<file path="src/rtl/imm_decode_ctrl.sv">
// imm_decode_ctrl: decode-stage sequencer that owns the ID/EX immediate register.
// Optional macro IMM_SYS_DECODE_EN decodes FENCE/SYSTEM as I-type. Rev 1.0
`default_nettype none

module imm_decode_ctrl #(
  parameter int unsigned LOAD_BUBBLES = 1,
  parameter logic [2:0]  ILLEGAL_SEL  = 3'b111
) (
  input  logic        clk,
  input  logic        rst_n,
  input  logic        in_valid,
  output logic        in_ready,
  input  logic [31:0] in_instr,
  input  logic [31:0] in_pc,
  output logic [2:0]  ins_type_sel,
  input  logic [31:0] imm_in,
  input  logic        flush,
  output logic        out_valid,
  input  logic        out_ready,
  output logic [31:0] out_instr,
  output logic [31:0] out_pc,
  output logic [31:0] out_imm,
  output logic [2:0]  out_type,
  output logic        out_illegal
);

  localparam logic [6:0] OPC_LOAD   = 7'b0000011;
  localparam logic [6:0] OPC_OPIMM  = 7'b0010011;
  localparam logic [6:0] OPC_JALR   = 7'b1100111;
  localparam logic [6:0] OPC_STORE  = 7'b0100011;
  localparam logic [6:0] OPC_BRANCH = 7'b1100011;
  localparam logic [6:0] OPC_LUI    = 7'b0110111;
  localparam logic [6:0] OPC_AUIPC  = 7'b0010111;
  localparam logic [6:0] OPC_JAL    = 7'b1101111;
  localparam logic [6:0] OPC_OP     = 7'b0110011;
`ifdef IMM_SYS_DECODE_EN
  localparam logic [6:0] OPC_FENCE  = 7'b0001111;
  localparam logic [6:0] OPC_SYSTEM = 7'b1110011;
`endif

  localparam logic [0:0] ST_RUN    = 1'b0;
  localparam logic [0:0] ST_BUBBLE = 1'b1;

  logic [0:0]  state_q, state_d;
  logic [2:0]  cnt_q, cnt_d;
  logic        out_valid_q, out_valid_d;
  logic [31:0] out_instr_q, out_instr_d;
  logic [31:0] out_pc_q, out_pc_d;
  logic [31:0] out_imm_q, out_imm_d;
  logic [2:0]  out_type_q, out_type_d;
  logic        out_illegal_q, out_illegal_d;

  logic        illegal;
  logic        use_rs1;
  logic        use_rs2;
  logic        hazard;
  logic        capture;
  logic [4:0]  load_rd;

  always_comb begin
    ins_type_sel = ILLEGAL_SEL;
    illegal      = 1'b0;
    use_rs1      = 1'b0;
    use_rs2      = 1'b0;
    case (in_instr[6:0])
      OPC_LOAD, OPC_OPIMM, OPC_JALR: begin
        ins_type_sel = 3'd0;
        use_rs1      = 1'b1;
      end
      OPC_STORE: begin
        ins_type_sel = 3'd1;
        use_rs1      = 1'b1;
        use_rs2      = 1'b1;
      end
      OPC_BRANCH: begin
        ins_type_sel = 3'd2;
        use_rs1      = 1'b1;
        use_rs2      = 1'b1;
      end
      OPC_LUI, OPC_AUIPC: ins_type_sel = 3'd3;
      OPC_JAL:            ins_type_sel = 3'd4;
      OPC_OP: begin
        use_rs1 = 1'b1;
        use_rs2 = 1'b1;
      end
`ifdef IMM_SYS_DECODE_EN
      OPC_FENCE, OPC_SYSTEM: begin
        ins_type_sel = 3'd0;
        use_rs1      = 1'b1;
      end
`endif
      default: illegal = 1'b1;
    endcase
  end

  // A load with rd=x0 writes nothing, so it can never create a hazard.
  assign load_rd = out_instr_q[11:7];
  assign hazard  = out_valid_q && (out_instr_q[6:0] == OPC_LOAD) && (load_rd != 5'd0) &&
                   ((use_rs1 && (in_instr[19:15] == load_rd)) ||
                    (use_rs2 && (in_instr[24:20] == load_rd))) && in_valid;

  assign in_ready = !flush && (state_q == ST_RUN) && !hazard && (!out_valid_q || out_ready);
  assign capture  = in_valid && in_ready;

  always_comb begin
    state_d = state_q;
    cnt_d   = cnt_q;
    if (flush) begin
      state_d = ST_RUN;
      cnt_d   = 3'd0;
    end else if (state_q == ST_RUN) begin
      if (out_valid_q && out_ready && hazard && (LOAD_BUBBLES > 1)) begin
        state_d = ST_BUBBLE;
        cnt_d   = 3'(LOAD_BUBBLES - 1);
      end
    end else begin
      if (cnt_q == 3'd1) begin
        state_d = ST_RUN;
        cnt_d   = 3'd0;
      end else begin
        cnt_d = cnt_q - 3'd1;
      end
    end
  end

  always_comb begin
    out_valid_d   = out_valid_q;
    out_instr_d   = out_instr_q;
    out_pc_d      = out_pc_q;
    out_imm_d     = out_imm_q;
    out_type_d    = out_type_q;
    out_illegal_d = out_illegal_q;
    if (flush) begin
      out_valid_d = 1'b0;
    end else if (capture) begin
      out_valid_d   = 1'b1;
      out_instr_d   = in_instr;
      out_pc_d      = in_pc;
      out_imm_d     = imm_in;
      out_type_d    = ins_type_sel;
      out_illegal_d = illegal;
    end else if (out_valid_q && out_ready) begin
      out_valid_d = 1'b0;
    end
  end

  always_ff @(posedge clk or negedge rst_n) begin
    if (!rst_n) begin
      state_q       <= ST_RUN;
      cnt_q         <= 3'd0;
      out_valid_q   <= 1'b0;
      out_instr_q   <= 32'd0;
      out_pc_q      <= 32'd0;
      out_imm_q     <= 32'd0;
      out_type_q    <= ILLEGAL_SEL;
      out_illegal_q <= 1'b0;
    end else begin
      state_q       <= state_d;
      cnt_q         <= cnt_d;
      out_valid_q   <= out_valid_d;
      out_instr_q   <= out_instr_d;
      out_pc_q      <= out_pc_d;
      out_imm_q     <= out_imm_d;
      out_type_q    <= out_type_d;
      out_illegal_q <= out_illegal_d;
    end
  end

  assign out_valid   = out_valid_q;
  assign out_instr   = out_instr_q;
  assign out_pc      = out_pc_q;
  assign out_imm     = out_imm_q;
  assign out_type    = out_type_q;
  assign out_illegal = out_illegal_q;

endmodule

`default_nettype wire

</file>
<file path="config.mk">
export PLATFORM = sky130hd
export DESIGN_NAME = imm_decode_ctrl
export DESIGN_NICKNAME = d
export VERILOG_FILES = /design/src/rtl/imm_decode_ctrl.sv
export SDC_FILE = /design/constraint.sdc
export NUM_CORES = 1
export LEC_CHECK = 0
export ABC_AREA = 1
export CAP_MARGIN = 20
export CORE_MARGIN = 3
export CORE_UTILIZATION = 47
export CTS_BUF_LIST = sky130_fd_sc_hd__clkbuf_4
export DETAILED_ROUTE_END_ITERATION = 16
export MAX_ROUTING_LAYER = met4
export PLACE_DENSITY = 0.95
export SLEW_MARGIN = 20
export SYNTH_ARGS = -nofsm -noshare
export SYNTH_HDL_FRONTEND = slang
export SYNTH_SLANG_ARGS = --single-unit
</file>
<file path="constraint.sdc">
create_clock -name clk -period 3.14 [get_ports clk]
set_input_delay 0.628 -clock clk [delete_from_list [all_inputs] [get_ports clk]]
set_output_delay 0.628 -clock clk [all_outputs]
set_load 0.005 [all_outputs]
</file>
==> metrics.md <==
| Metric | Value |
|---|---|
| Routed via count | `4748` |
| Maxcap violations | `0` |
| F_max | `0.324 GHz` |
| Biggest cell delay along the critical path | `0.54 ns` |
| Max rail drop VDD | `251 uV` |
| Total instance count after detailed placement | `857` |
| Worst endpoint required time | `2.51 ns` |
| Relative slew slack | `0.263` |
| Clock edge transition at the registers on the reported setup and hold paths | `0.15 ns` |
| Depth of the worst register-to-register path | `9` |
| Number of standard-cell rows in the floorplan | `36` |
| Total global-route track usage | `0.264` |
| Vias per cell | `5.44` |
| Category of the worst setup path capture point | `output pin` |
| Area fraction in and, or, nand and nor cells after synthesis | `0.349` |
| Mean Syn Cell Area | `8.58 um2` |
| Met2 Resource Use GR | `0.455` |
| Final number of hold-violating endpoints | `0` |
| Number of detailed-routing iterations run before antenna repair | `5` |
| Buffer type at the clock tree root | `sky130_fd_sc_hd__clkbuf_4` |
| Area fraction in compound gates after synthesis | `0.0113` |
| Synthesized flop and latch total | `105` |
| HPWL after DPL | `10.3 mm` |
| Inserted Clock Buffers | `9` |
| I/O pin count | `206` |
| Number of antenna violations at the first check in global routing | `0` |
| Worst setup skew after layout | `0.0176 ns` |
| Area of the placeable core | `9820 um2` |
| IO buf count | `205` |
| N_diodes | `0` |
| H-tree lvl count | `3` |
| Post-route DRC violation count | `0` |
| Post-detailed-routing wire length | `14.8 mm` |
| Worst-case register-to-register setup slack | `0.65 ns` |
| Class of the most critical hold timing path | `in2async` |
| Die width | `107 um` |
| Global placer's final weighted congestion | `0.868` |
| Worst hold slack after final layout | `0.158 ns` |
| Peak-usage layer in the global routing report | `met2` |
| Pin count of the biggest net entering global routing | `102` |
| Met3 usage | `0.0415` |
| Area after detailed placement | `6820 um2` |
| Sequential-to-total area share from yosys stat | `0.553` |
| R2r startpoint | `out_instr[10]` |
| Detailed Route Iter0 Violations | `382` |
| Post-synthesis mux area share | `0` |
| Congestion Overflow GR | `0` |
| Met1 track demand over resource | `0.314` |
| Adder and majority cell fraction of the synthesized area | `0.00525` |
| Buffers inserted by post-CTS timing repair | `0` |
| Largest family of logic cells by synthesized area | `simple AND/OR/NAND/NOR gates` |
| Count of buffer and inverter cells on the critical path | `3` |
| Chip height | `107 um` |
| Slew @ Worst Pin | `1.11 ns` |
| Mapped Cells | `555` |
| CP top delay family | `buffers and inverters` |
| Post-synth cell types | `26` |
| Sink count of the clock tree | `105` |
| Fraction of final layout cells with drive strength greater than 1 | `0.0514` |
| Sum of internal, switching and leakage power | `0.00331 W` |
| Number of buffers added to fix hold violations after cts | `0` |
| Floorplan die area | `11400 um2` |
| Count of final max-slew check failures | `0` |
| Xor/xnor share of the synthesized area | `0.00920` |
| Slowest stage cell on the critical path | `sky130_fd_sc_hd__clkdlybuf4s50_1` |
| Share of the cycle needed by the critical path after routing | `0.983` |
| Setup-violating endpoint count in the final report | `0` |
| Endpoint of the lowest-slack register-to-register path | `out_imm[28]` |
| Warnings from Yosys | `0` |
| Power density cells | `475 nW/um2` |
| TritonCTS clock tree | `done` |
| Cell area after synthesis | `4760 um2` |
| Global-route wire length before repair | `23.6 mm` |
| Leakage power summed over all cells | `3.37 nW` |
| Category of the most critical setup path | `in2out` |
| Total nets after synthesis | `658` |
| Final-stage net count | `838` |
| Average wire per cell in the routed design | `17.0 um` |
| Min Clock Period, post-route | `3.09 ns` |
| Outcome | `complete, no violations` |
| Vias in the first global route | `4778` |
| Critical Path, Cell by Cell | `clkdlybuf4s50_1 -> inv_2 -> nand2_1 -> nor2_4 -> nand2_1 -> nand3_1 -> o21ai_1 -> clkdlybuf4s50_1` |
| Area growth, synth to finish | `46.3%` |
| Crit. Startpoint | `in_instr[3]` |
| Maximum clock insertion buffer count | `2` |
| Initial cell density of the core | `0.485` |
| CP startpoint kind | `input port` |
| Arrival time reported for the critical path endpoint | `2.46 ns` |
| DRT antenna net count | `0` |
| Clock Latency Late Sink | `0.44 ns` |
| Critical path peak fanout | `5` |
| Final std cell area, no fill | `6970 um2` |
| Fin cells | `873` |
==> logic make-up (layout without fill, tap and decap cells) <==
kind of cell / Yosys count / in the layout
xor gates and xnor gates: 5 / 5
AOI/OAI and AO/OA: 9 / 9
adders and majority gates: 2 / 2
buffers and inverters: 67 / 252
DFF: 105 / 105
and+or+nand+nor: 367 / 367
==> where the power goes <==
part	switching [W]	internal, W
Combinational	0.000395	0.000557
Sequential	0.000130	0.00155
Clock	0.000427	0.000247
==> flip-flops by register name, indices dropped and copies added, names as in the netlist <==
signal       count
out_valid        1
out_imm         32
state_q          1
out_illegal      1
out_instr       32
out_pc          32
out_type         3
cnt_q            3
==> cell type report <==
cell class	count	area, um2
inverter	23	86.3
fill	750	2850
clock inverter	6	58.8
timing repair buffer	213	2120
tap	133	166
multi-input combinational	383	1830
clock buffer	10	75.1
sequential	105	2630
==> cell usage after synthesis <==
cell type / count / share of area
sky130_fd_sc_hd__a21boi_1: 1 / 0.0016
sky130_fd_sc_hd__a21oi_1: 1 / 0.0010
sky130_fd_sc_hd__and2_1: 1 / 0.0013
sky130_fd_sc_hd__buf_1: 8 / 0.0063
sky130_fd_sc_hd__buf_2: 16 / 0.017
sky130_fd_sc_hd__buf_4: 2 / 0.0032
sky130_fd_sc_hd__buf_6: 9 / 0.021
sky130_fd_sc_hd__clkbuf_1: 9 / 0.0071
sky130_fd_sc_hd__dfrtp_1: 102 / 0.54
sky130_fd_sc_hd__dfstp_2: 3 / 0.017
sky130_fd_sc_hd__ha_1: 2 / 0.0053
sky130_fd_sc_hd__inv_1: 22 / 0.017
sky130_fd_sc_hd__inv_2: 1 / 0.00079
sky130_fd_sc_hd__nand2_1: 237 / 0.19
sky130_fd_sc_hd__nand3_1: 9 / 0.0095
sky130_fd_sc_hd__nand3_2: 1 / 0.0021
sky130_fd_sc_hd__nand4_1: 101 / 0.13
sky130_fd_sc_hd__nor2_1: 15 / 0.012
sky130_fd_sc_hd__nor2_4: 1 / 0.0024
sky130_fd_sc_hd__nor3_1: 1 / 0.0010
sky130_fd_sc_hd__o21ai_0: 4 / 0.0042
sky130_fd_sc_hd__o21bai_1: 2 / 0.0032
sky130_fd_sc_hd__o22ai_1: 1 / 0.0013
sky130_fd_sc_hd__or2_2: 1 / 0.0013
sky130_fd_sc_hd__xnor2_1: 1 / 0.0018
sky130_fd_sc_hd__xor2_1: 4 / 0.0074
==> per-stage QoR <==
| stage | worst slack, ns | utilization | setup TNS (ns) |
|---|---|---|---|
| floorplan | 0.988 | - | 0 |
| global placement | 0.0551 | 0.694 | 0 |
| detailed placement | -0.0133 | 0.694 | -0.0232 |
| CTS | 0.00561 | 0.708 | 0 |
| global route | -0.0265 | 0.710 | -0.0397 |
| finish | 0.0548 | 0.710 | 0 |
==> placed cells by master (no fill, tap or decap), drive strengths merged <==
cell type	synthesis	layout
ha	2	2
buf	35	10
nand2	237	237
and2	1	1
xnor2	1	1
clkinvlp	0	2
nand4	101	101
nor3	1	1
clkdlybuf4s50	0	202
o21ai	4	4
o21bai	2	2
nor2	16	16
inv	23	23
nand3	10	10
dfrtp	102	102
dfstp	3	3
bufinv	0	1
dlymetal6s2s	0	1
a21boi	1	1
or2	1	1
a21oi	1	1
clkinv	0	3
xor2	4	4
o22ai	1	1
clkbuf	9	10
==> routing by layer <==
metal  vias up  wire length [um]
li1       2202                 -
met1      2275              5820
met2       241              7630
met3        30              1040
met4         0               316
met5         -                 0
==> how the worst max path moves through the flow <==
stage                      end  slack [ns]  cells after the start
4_1_cts               in_ready       0.006                     11
6_report       ins_type_sel[2]        0.05                      8
3_5_place_dp          in_ready       -0.01                      8
5_1_grt        ins_type_sel[0]       -0.03                      7
2_1_floorplan         in_ready        0.99                     10
3_3_place_gp          in_ready        0.06                     11
==> what timing repair did <==
item                                    in CTS  in global routing
endpoints found under the hold margin        0                  0
endpoints found under the setup margin       1                  4
pin swaps                                    0                  1
gates resized for setup                      1                  6
No activity file was read; power rests on OpenSTA's default activity.
